## src/rtl/update_issuer_pkg.sv

```systemverilog
// rtl/update_issuer_pkg.sv - shared types for the graph-update issuer
// Purpose: FSM state encoding, update record and field widths shared by
//          update_issuer, update_fifo and update_issuer_if.
// Ports:   none (package).
`ifndef PRED_WIDTH
`define PRED_WIDTH 7
`endif
`ifndef WEIGHT_WIDTH
`define WEIGHT_WIDTH 15
`endif

package update_issuer_pkg;

  // Const.vh macros give the MSB index, so field widths are one more.
  localparam int PRED_W   = `PRED_WIDTH + 1;
  localparam int WEIGHT_W = `WEIGHT_WIDTH + 1;

  typedef enum logic [1:0] {
    IDLE      = 2'd0,
    LAUNCH    = 2'd1,
    WAIT_CLR  = 2'd2,
    WAIT_DONE = 2'd3
  } state_t;

  typedef struct packed {
    logic [PRED_W-1:0]   src;
    logic [PRED_W-1:0]   dst;
    logic [WEIGHT_W-1:0] e;
  } update_t;

endpackage

```

## src/rtl/update_issuer_if.sv

```systemverilog
// rtl/update_issuer_if.sv - front-end and container signal bundle
// Purpose: groups the update intake handshake, the container launch/done
//          pair and the status outputs of update_issuer.
// Signals: in_valid/in_ready/in_src/in_dst/in_e (intake), container_reset,
//          u_src/u_dst/u_e, container_done (container side), busy,
//          issued_count, timeout_err (status).
// Modports: master = update_issuer, slave = front end / container side.
interface update_issuer_if;
  import update_issuer_pkg::*;

  logic                in_valid;
  logic                in_ready;
  logic [PRED_W-1:0]   in_src;
  logic [PRED_W-1:0]   in_dst;
  logic [WEIGHT_W-1:0] in_e;
  logic                container_reset;
  logic [PRED_W-1:0]   u_src;
  logic [PRED_W-1:0]   u_dst;
  logic [WEIGHT_W-1:0] u_e;
  logic                container_done;
  logic                busy;
  logic [15:0]         issued_count;
  logic                timeout_err;

  modport master (
    input  in_valid, in_src, in_dst, in_e, container_done,
    output in_ready, container_reset, u_src, u_dst, u_e,
           busy, issued_count, timeout_err
  );

  modport slave (
    output in_valid, in_src, in_dst, in_e, container_done,
    input  in_ready, container_reset, u_src, u_dst, u_e,
           busy, issued_count, timeout_err
  );
endinterface

```

## src/rtl/update_fifo.sv

```systemverilog
// rtl/update_fifo.sv - synchronous FIFO of pending edge updates
// Purpose: DEPTH-entry queue of update_t between the front end and the FSM.
// Ports:   clk, reset_n (sync, active-low); i_push/i_wdata write side;
//          i_pop/o_rdata read side (o_rdata is the head, valid when !o_empty);
//          o_full, o_empty, o_count status.
module update_fifo
  import update_issuer_pkg::*;
#(
  parameter int DEPTH = 8
) (
  input  logic                   clk,
  input  logic                   reset_n,
  input  logic                   i_push,
  input  update_t                i_wdata,
  input  logic                   i_pop,
  output update_t                o_rdata,
  output logic                   o_full,
  output logic                   o_empty,
  output logic [$clog2(DEPTH):0] o_count
);
  localparam int AW = $clog2(DEPTH);
  localparam logic [AW:0] FULL_CNT = (AW+1)'(DEPTH);

  update_t       r_mem [DEPTH];
  logic [AW-1:0] r_wr_ptr;
  logic [AW-1:0] r_rd_ptr;
  logic [AW:0]   r_count;
  logic          w_push;
  logic          w_pop;

  // Full refuses a push regardless of a same-cycle pop.
  assign o_full  = (r_count == FULL_CNT);
  assign o_empty = (r_count == '0);
  assign o_count = r_count;
  assign o_rdata = r_mem[r_rd_ptr];
  assign w_push  = i_push && !o_full;
  assign w_pop   = i_pop && !o_empty;

  always_ff @(posedge clk) begin
    if (w_push) begin
      r_mem[r_wr_ptr] <= i_wdata;
    end
  end

  // Pointers are exactly AW bits wide, so they wrap modulo DEPTH for free.
  always_ff @(posedge clk) begin
    if (!reset_n) begin
      r_wr_ptr <= '0;
      r_rd_ptr <= '0;
      r_count  <= '0;
    end else begin
      if (w_push) r_wr_ptr <= r_wr_ptr + 1'b1;
      if (w_pop)  r_rd_ptr <= r_rd_ptr + 1'b1;
      case ({w_push, w_pop})
        2'b10:   r_count <= r_count + 1'b1;
        2'b01:   r_count <= r_count - 1'b1;
        default: r_count <= r_count;
      endcase
    end
  end
endmodule

```

## src/rtl/update_issuer.sv

```systemverilog
// rtl/update_issuer.sv - issues queued edge updates to the arbitrage container
// Purpose: buffers front-end updates and runs them through the container one
//          at a time (present update, pulse container_reset, wait for done),
//          dropping a run that exceeds TIMEOUT cycles in WAIT_DONE.
// Ports:   clk, reset_n (sync, active-low); bus (update_issuer_if.master)
//          carrying intake handshake, container interface and status.
module update_issuer
  import update_issuer_pkg::*;
#(
  parameter int DEPTH   = 8,
  parameter int TIMEOUT = 2**20
) (
  input  logic           clk,
  input  logic           reset_n,
  update_issuer_if.master bus
);
  localparam int WD_W = $clog2(TIMEOUT) + 1;
  localparam logic [WD_W-1:0] WD_LAST = WD_W'(TIMEOUT - 1);

  state_t                 r_state;
  state_t                 w_next;
  update_t                r_u;
  update_t                w_head;
  update_t                w_in;
  logic [WD_W-1:0]        r_wdog;
  logic [15:0]            r_issued;
  logic                   r_timeout_err;
  logic                   w_full;
  logic                   w_empty;
  logic [$clog2(DEPTH):0] w_count;
  logic                   w_load;
  logic                   w_pop;
  logic                   w_complete;
  logic                   w_expire;

  assign w_in = '{src: bus.in_src, dst: bus.in_dst, e: bus.in_e};

  update_fifo #(.DEPTH(DEPTH)) u_fifo (
    .clk     (clk),
    .reset_n (reset_n),
    .i_push  (bus.in_valid),
    .i_wdata (w_in),
    .i_pop   (w_pop),
    .o_rdata (w_head),
    .o_full  (w_full),
    .o_empty (w_empty),
    .o_count (w_count)
  );

  always_ff @(posedge clk) begin
    if (!reset_n) begin
      r_state <= IDLE;
    end else begin
      r_state <= w_next;
    end
  end

  // container_done is not looked at before WAIT_DONE: the level left over
  // from the previous run only clears once the container sees the pulse.
  always_comb begin
    w_next     = r_state;
    w_load     = 1'b0;
    w_pop      = 1'b0;
    w_complete = 1'b0;
    w_expire   = 1'b0;
    case (r_state)
      IDLE: begin
        if (!w_empty) begin
          w_load = 1'b1;
          w_next = LAUNCH;
        end
      end
      LAUNCH:   w_next = WAIT_CLR;
      WAIT_CLR: w_next = WAIT_DONE;
      WAIT_DONE: begin
        if (bus.container_done) begin
          w_pop      = 1'b1;
          w_complete = 1'b1;
          w_next     = IDLE;
        end else if (r_wdog == WD_LAST) begin
          w_pop    = 1'b1;
          w_expire = 1'b1;
          w_next   = IDLE;
        end
      end
      default: w_next = IDLE;
    endcase
  end

  // r_u only loads on IDLE->LAUNCH, so the update stays put for the
  // container until after the pop.
  always_ff @(posedge clk) begin
    if (!reset_n) begin
      r_u           <= '0;
      r_wdog        <= '0;
      r_issued      <= '0;
      r_timeout_err <= 1'b0;
    end else begin
      if (w_load) r_u <= w_head;
      if (r_state == WAIT_CLR) begin
        r_wdog <= '0;
      end else if (r_state == WAIT_DONE) begin
        r_wdog <= r_wdog + 1'b1;
      end
      if (w_complete) r_issued <= r_issued + 16'd1;
      if (w_expire)   r_timeout_err <= 1'b1;
    end
  end

  assign bus.in_ready        = !w_full;
  assign bus.container_reset = (r_state == LAUNCH);
  assign bus.u_src           = r_u.src;
  assign bus.u_dst           = r_u.dst;
  assign bus.u_e             = r_u.e;
  assign bus.busy            = (r_state != IDLE) || (w_count != '0);
  assign bus.issued_count    = r_issued;
  assign bus.timeout_err     = r_timeout_err;
endmodule

```

## src/flat_wrapper.sv

```systemverilog
// flat-port wrapper written by rule: the top's interface ports become plain ports
module update_issuer_flat import update_issuer_pkg::*;
#(
  parameter int DEPTH   = 8,
  parameter int TIMEOUT = 2**20
)
  (clk, reset_n, bus_in_valid, bus_in_src, bus_in_dst, bus_in_e, bus_container_done, bus_in_ready, bus_container_reset, bus_u_src, bus_u_dst, bus_u_e, bus_busy, bus_issued_count, bus_timeout_err);
  update_issuer_if bus_i ();
  input  logic clk;
  input  logic reset_n;
  input wire logic [$bits(bus_i.in_valid)-1:0] bus_in_valid;
  input wire logic [$bits(bus_i.in_src)-1:0] bus_in_src;
  input wire logic [$bits(bus_i.in_dst)-1:0] bus_in_dst;
  input wire logic [$bits(bus_i.in_e)-1:0] bus_in_e;
  input wire logic [$bits(bus_i.container_done)-1:0] bus_container_done;
  output wire logic [$bits(bus_i.in_ready)-1:0] bus_in_ready;
  output wire logic [$bits(bus_i.container_reset)-1:0] bus_container_reset;
  output wire logic [$bits(bus_i.u_src)-1:0] bus_u_src;
  output wire logic [$bits(bus_i.u_dst)-1:0] bus_u_dst;
  output wire logic [$bits(bus_i.u_e)-1:0] bus_u_e;
  output wire logic [$bits(bus_i.busy)-1:0] bus_busy;
  output wire logic [$bits(bus_i.issued_count)-1:0] bus_issued_count;
  output wire logic [$bits(bus_i.timeout_err)-1:0] bus_timeout_err;
  assign bus_i.in_valid = bus_in_valid;
  assign bus_i.in_src = bus_in_src;
  assign bus_i.in_dst = bus_in_dst;
  assign bus_i.in_e = bus_in_e;
  assign bus_i.container_done = bus_container_done;
  assign bus_in_ready = bus_i.in_ready;
  assign bus_container_reset = bus_i.container_reset;
  assign bus_u_src = bus_i.u_src;
  assign bus_u_dst = bus_i.u_dst;
  assign bus_u_e = bus_i.u_e;
  assign bus_busy = bus_i.busy;
  assign bus_issued_count = bus_i.issued_count;
  assign bus_timeout_err = bus_i.timeout_err;
  update_issuer #(.DEPTH(DEPTH), .TIMEOUT(TIMEOUT)) u_core (.clk(clk), .reset_n(reset_n), .bus(bus_i));
endmodule
```

## config.mk

```make
export PLATFORM = sky130hd
export DESIGN_NAME = update_issuer_flat
export DESIGN_NICKNAME = d
export VERILOG_FILES = /design/src/rtl/update_issuer_pkg.sv /design/src/rtl/update_issuer_if.sv /design/src/rtl/update_fifo.sv /design/src/rtl/update_issuer.sv /design/src/flat_wrapper.sv
export SDC_FILE = /design/constraint.sdc
export NUM_CORES = 1
export LEC_CHECK = 0
export BUFFER_PORTS_ARGS = -buffer_cell sky130_fd_sc_hd__buf_4
export CAP_MARGIN = 20
export CORE_AREA = 2 2 159 161
export CTS_BUF_LIST = sky130_fd_sc_hd__clkbuf_16
export CTS_CLUSTER_DIAMETER = 150
export CTS_CLUSTER_SIZE = 40
export DETAILED_ROUTE_END_ITERATION = 7
export DIE_AREA = 0 0 161 163
export GPL_ROUTABILITY_DRIVEN = 0
export MAX_ROUTING_LAYER = met4
export PLACE_DENSITY = 0.73
export SLEW_MARGIN = 20
export SYNTH_ARGS = -nofsm -noshare
export SYNTH_HDL_FRONTEND = slang
export SYNTH_SLANG_ARGS = --single-unit
```

## constraint.sdc

```tcl
create_clock -name clk -period 4.44 [get_ports clk]
set_input_delay 0.888 -clock clk [delete_from_list [all_inputs] [get_ports clk]]
set_output_delay 0.888 -clock clk [all_outputs]
set_load 0.005 [all_outputs]
```

==> reports/metrics.csv, run 1 <==
stage,metric,value,unit
run_status,outcome,"complete, no violations",
finish,layout-drive-gt1-share,0.228,
synth,yosys.cell_count.top_type,edfxtp_1,
sta,grt_setup_unrepaired,false,
global_routing,grt_max_degree,67,
critical_path,cp.required,4.88,ns
routing,drtPass1Iterations,4,
power_and_ir_drop,leakage,0.00468,µW
global_routing,overflow,0,
power_and_ir_drop,clockPowerShare,0.255,
critical_path,crit_path_start_kind,flip-flop,
cts,cts.sinks,338,
place,hpwlAfterDp,14100,µm
synth,synth.area.top_cells,"edfxtp_1 59%, dfxtp_1 13%, mux4_2 11%",
power_and_ir_drop,pwr-share-seq,0.639,
critical_path,crit_arrival,3.35,ns
finish,nNetsFinal,900,
synth,synth.distinct_cells,42,
synth,synthFlopType,edfxtp_1,
power_and_ir_drop,p_int,4390,µW
floorplanning,rows,58,
cts,cts_setup_buffers,0,
power_and_ir_drop,pwr-share-comb,0.106,
cts,cts.clk_slew.worst_paths,0.14,ns
power_and_ir_drop,power_density,390,mW/mm²
critical_path,cp_max_fo,8,
synth,synth_top_area_cell,edfxtp_1,
cts,cts_max_level,1,
floorplanning,die_y,163,µm
sta,slew_violations,0,
cts,hold_buffers,0,
power_and_ir_drop,peakVddDrop,426,µV
run,drv_cap,0,
sta,finalSetupViolCount,0,
synth,avgSynthCellArea,16.8,µm²
cts,clk-insertion-delay-late,0.51,ns
routing,via_per_inst,5.68,
global_routing,grt_usage,0.188,
routing,drt_wl_total,23900,µm
cts,cts-root-buf,clkbuf_16,
cts,cts_tree,built,
finish,antenna_cells,0,
synth,synth_area,0.0131,mm²
worst_hold_path,hold_class,flip-flop to flip-flop,
global_routing,antenna_found_initial,0,
cts,post_cts_resize_count,0,
cts,cts-buffers-inserted,12,
floorplanning,die_w,161,µm
routing,drt_iter0_markers,459,
sta,period_minus_slack,2.91,ns
floorplanning,start_util,0.531,
cts,clock_path_buffers,3,
sta,max_freq,344,MHz
critical_path,max_stage_delay,0.75,ns
routing,drc_errors,0,
floorplanning,die_area,0.0262,mm²
sta,min_period_over_period,0.656,
power_and_ir_drop,p_sw,1300,µW
power_and_ir_drop,switching_share,0.229,
sta,hold_viol,0,
routing,num_vias,6748,
critical_path,critical_path.endpoint_type,flip-flop,
synth,syn_nets,829,
finish,area_delta_synth_final,11.4,%
critical_path,cp_cell_sequence,"or4b_2, nand2_1, ha_1, xor2_1, ha_1, a21oi_1, xor2_1, or3_1, a21oi_1",
synth,synth_edf_count,256,
synth,ys_seq_area_frac,0.712,
synth,ys.warnings.count,0,
floorplanning,pin_count,88,
sta,tns,0,ns
synth,synth_seq_cells,338,
global_routing,grt_pass1_vias,6502,
synth,syn_inst,781,
sta,tightest_slew,1.08,ns
routing,ant_nets,0,
critical_path,path_class,flip-flop to flip-flop,
routing,avgRoutedWirePerCell,20.1,µm
floorplanning,core,0.0247,mm²
synth,async_flop_share,0,
sta,slew_headroom,0.280,
synth,synth_top_area_share,0.587,
power_and_ir_drop,total_power,5690,µW
sta,finClkSkew,0.0263,ns
synth,ys_top_cells_by_count,"256 x edfxtp_1, 82 x dfxtp_1, 64 x mux4_2, 48 x a21oi_1",
place,port_buffers,87,
critical_path,slowest_stage,or4b_2,
global_routing,grt_pass1_wl,36800,µm
-- state kept, by name, summed over array words and instances, names as in the netlist --
| name | count |
|---|---|
| u_core.bus.u_e | 16 |
| u_core.r_state | 2 |
| u_core.bus.timeout_err | 1 |
| u_core.bus.u_src | 8 |
| u_core.u_fifo.r_wr_ptr | 3 |
| u_core.u_fifo.r_rd_ptr | 3 |
| u_core.u_fifo.r_mem | 256 |
| u_core.bus.u_dst | 8 |
| u_core.r_wdog | 21 |
| u_core.u_fifo.o_count | 4 |
| u_core.bus.issued_count | 16 |
-- worst paths after layout --
path / from / slack [ns] / end / depth (start not counted)
worst max-delay path: u_core.u_fifo.o_count[0] / 1.53 / u_core.u_fifo.o_count[2] / 9
worst min-delay path: u_core.r_wdog[19] / 0.49 / u_core.r_wdog[19] / 2
worst min register to register: u_core.r_wdog[19] / 0.49 / u_core.r_wdog[19] / 2
worst max register to register: u_core.u_fifo.o_count[0] / 1.53 / u_core.u_fifo.o_count[2] / 9
-- critical path, delay by kind of cell (launching register included) --
kind | cells | cell delay [ns]
adder cells (fa/ha/maj) | 2 | 0.50
flip-flops | 1 | 0.39
AND/OR/NAND/NOR | 3 | 1.42
XOR/XNOR | 2 | 0.35
AO/OA/AOI/OAI | 2 | 0.18
-- cell families (layout without fill, tap and decap cells) --
group / count (synthesis) / count (layout) / share of synthesized area
flip-flops: 338 / 338 / 0.712
AND/OR/NAND/NOR: 147 / 147 / 0.0599
multiplexers: 105 / 105 / 0.141
AO/OA/AOI/OAI: 100 / 100 / 0.0406
buffers and inverters: 52 / 129 / 0.0163
XOR/XNOR: 27 / 27 / 0.0181
adder cells (fa/ha/maj): 12 / 12 / 0.0115
-- layout make-up --
class                   instances  area [µm²]
flip-flops and latches        338        9340
multi-input cells             391        3610
clock buffers                  13         325
inverters                      11        41.3
fillers                      1864       10100
repair buffers                 98         806
clock inverters                 7        52.6
well taps                     330         413
-- layer usage --
metal | part of all wire | GRT usage | vias to the layer above
met1 | 0.44 | 0.250 | 3406
met2 | 0.50 | 0.316 | 139
met5 | 0 | - | -
li1 | - | - | 3176
met4 | 0.016 | 0.0369 | 0
met3 | 0.044 | 0.0252 | 27
-- per-stage QoR --
stage           util  hold WS [ns]  cells  cell area, µm²  setup WS, ns
2_1_floorplan      -         0.449    781           13100         0.632
3_3_place_gp   0.574         0.457   1166           14200          1.60
3_5_place_dp   0.574         0.471   1166           14200          1.56
4_1_cts        0.589         0.493   1186           14500          1.51
5_1_grt        0.591         0.511   1188           14600          1.36
6_report       0.591         0.488   1188           14600          1.53
-- power groups by stage --
stage	Combinational, µW	Sequential (µW)	Clock, µW
finish	605	3640	1450
floorplan	323	3700	0
detailed placement	614	3710	0
global placement	603	3700	0
global route	675	3660	1570
CTS	615	3640	1490
-- placed cells by master (no fill, tap or decap), drive strengths merged, types with 11 or more instances in the layout --
| master | synthesis | final |
|---|---|---|
| a21oi | 48 | 48 |
| buf | 11 | 98 |
| clkbuf | 30 | 13 |
| dfxtp | 82 | 82 |
| edfxtp | 256 | 256 |
| ha | 12 | 12 |
| inv | 11 | 17 |
| mux2i | 41 | 41 |
| mux4 | 64 | 64 |
| nand2 | 25 | 25 |
| nand3 | 20 | 20 |
| nor2 | 38 | 38 |
| nor4 | 11 | 11 |
| o21ai | 41 | 41 |
| xnor2 | 15 | 15 |
| xor2 | 12 | 12 |
Note: power is estimated with default switching activity, not from simulation.
==> run 2, diff against run 1 <==
Clock period 4.44 ns to 2.6 ns, I/O delays scaled along.
==> reports/metrics.csv, run 2 (synthesis gave the netlist of run 1 again) <==
stage,metric,value,unit
routing,via_per_inst,5.66,
routing,drt_wl_total,24400,µm
finish,top_register,u_core.u_fifo.r_mem,
cts,cts.sinks,338,
finish,nFillCells,1812,
critical_path,cp.required,3.05,ns
power_and_ir_drop,power_density,654,mW/mm²
worst_hold_path,hold_class,input pin to flip-flop,
floorplanning,pin_count,88,
cts,clock_path_buffers,3,
place,dpl.cell_count,1189,
global_routing,grt_use_met3,0.0214,
finish,reg.largest.list,"u_core.u_fifo.r_mem: 256 flops, u_core.r_wdog: 21 flops",
routing,drc_errors,0,
finish,largest_register_ffs,256,
place,hpwlAfterDp,14400,µm
run_status,outcome,"complete, no violations",
global_routing,gr-usage-met2,0.331,
finish,layout_common_cells,"256 x edfxtp_1, 120 x buf_4, 77 x dfxtp_1",
cts,cts-buffers-inserted,12,
power_and_ir_drop,p_sw,2230,µW
sta,slew_violations,0,
place,port_buffers,87,
global_routing,grt_usage,0.193,
floorplanning,start_util,0.531,
critical_path,r2r_slack,0.04,ns
critical_path,crit_path_start_kind,flip-flop,
routing,drtPass1Iterations,5,
sta,min_period_over_period,0.983,
run,drv_cap,0,
global_routing,grt_pass1_wl,38100,µm
sta,timing.hold.ws,0.242,ns
global_routing,grt_pass1_vias,6852,
sta,finalSetupViolCount,0,
routing,avgRoutedWirePerCell,20.0,µm
power_and_ir_drop,leakage,0.00484,µW
global_routing,antenna_found_initial,1,
cts,cts_max_level,1,
sta,period_minus_slack,2.56,ns
routing,ant_nets,0,
sta,tns,0,ns
floorplanning,rows,58,
power_and_ir_drop,pwr-share-seq,0.636,
critical_path,path_class,flip-flop to flip-flop,
sta,max_freq,391,MHz
sta,slew_headroom,0.551,
finish,final_common_cell,edfxtp_1,
sta,tightest_slew,0.673,ns
global_routing,top_usage_layer,met2,
finish,layout-drive-gt1-share,0.265,
floorplanning,die_y,163,µm
power_and_ir_drop,pwr-share-comb,0.112,
critical_path,cp_max_fo,5,
global_routing,met1_usage,0.257,
power_and_ir_drop,peakVddDrop,638,µV
finish,stdcell_count,1218,
cts,hold_buffers,0,
cts,cts_tree,built,
sta,grt_setup_unrepaired,true,
power_and_ir_drop,switching_share,0.229,
cts,clk-insertion-delay-late,0.50,ns
finish,nNetsFinal,929,
critical_path,critical_path.endpoint_type,flip-flop,
global_routing,grt_max_degree,67,
sta,hold_viol,0,
routing,num_vias,6893,
routing,drt_iter0_markers,610,
floorplanning,die_area,0.0262,mm²
sta,finClkSkew,0.0339,ns
cts,cts.clk_slew.worst_paths,0.15,ns
global_routing,overflow,0,
cts,cts-root-buf,clkbuf_16,
floorplanning,core,0.0247,mm²
power_and_ir_drop,p_int,7530,µW
finish,area_delta_synth_final,13.9,%
floorplanning,die_w,161,µm
power_and_ir_drop,clockPowerShare,0.251,
critical_path,crit_arrival,3.01,ns
-- run 2: changes by cell type in the layout (fill, tap and decap cells not counted), moves of 2 or more --
cell,delta
a21oi_2,+2
nor3_2,-4
dfxtp_2,+3
dfxtp_1,-2
buf_4,+27
nor3_4,+4
a21oi_1,-2
-- run 2: path summary, 6_finish.rpt --
| kind | cells after the start | from | end |
|---|---|---|---|
| min reg2reg | 2 | u_core.bus.issued_count[15] | u_core.bus.issued_count[15] |
| max reg2reg | 10 | u_core.u_fifo.o_count[3] | u_core.u_fifo.o_count[2] |
| max | 10 | u_core.u_fifo.o_count[3] | u_core.u_fifo.o_count[2] |
| min | 1 | bus_in_src[0] | u_core.u_fifo.r_mem[4][24] |
-- run 2: stage by stage --
step | utilization | power (µW) | setup WS [ns] | instance area (µm²)
2_1_floorplan | - | 6880 | -0.218 | 13200
3_3_place_gp | 0.583 | 7390 | 0.0523 | 14400
3_5_place_dp | 0.583 | 7430 | 0.0146 | 14400
4_1_cts | 0.599 | 9820 | 0.00395 | 14800
5_1_grt | 0.604 | 10200 | -0.0626 | 14900
6_report | 0.604 | 9760 | 0.0430 | 14900
-- run 2: metal layers --
metal / vias to the layer above / part of all wire
li1: 3234 / -
met4: 0 / 0.012
met3: 28 / 0.042
met1: 3474 / 0.44
met5: - / 0
met2: 157 / 0.51
-- run 2: critical path, cell delays in order (launching register included) --
cell and delay (ns):
dfxtp_2 0.35, or4_4 0.54, and4_1 0.19, a32o_2 0.26
ha_4 0.19, xor2_1 0.14, ha_1 0.19, a21oi_2 0.11
xor2_1 0.08, or3_1 0.32, a21oi_2 0.13
-- run 2: final cells by class --
cell class                 instances  area (µm²)  share of cell area
sequential                       338        9340               0.626
clock inverter                     7        52.6             0.00352
tap                              330         413              0.0277
timing repair buffer             127        1060              0.0708
antenna                            1        2.50            0.000168
multi-input combinational        391        3680               0.247
clock buffer                      13         325              0.0218
inverter                          11        41.3             0.00277
-- run 2: power groups by stage --
stage	combinational, µW	clock [µW]	sequential [µW]
after global placement	1070	0	6320
after CTS	1100	2510	6210
after global routing	1220	2690	6240
after detailed placement	1100	0	6330
final	1100	2450	6210
after floorplan	559	0	6320
-- run 2: timing repair --
item,4_1_cts,5_1_grt
pin swaps,0,2
setup buffers,0,5
gates resized for setup,2,6
setup endpoints to repair,1,18
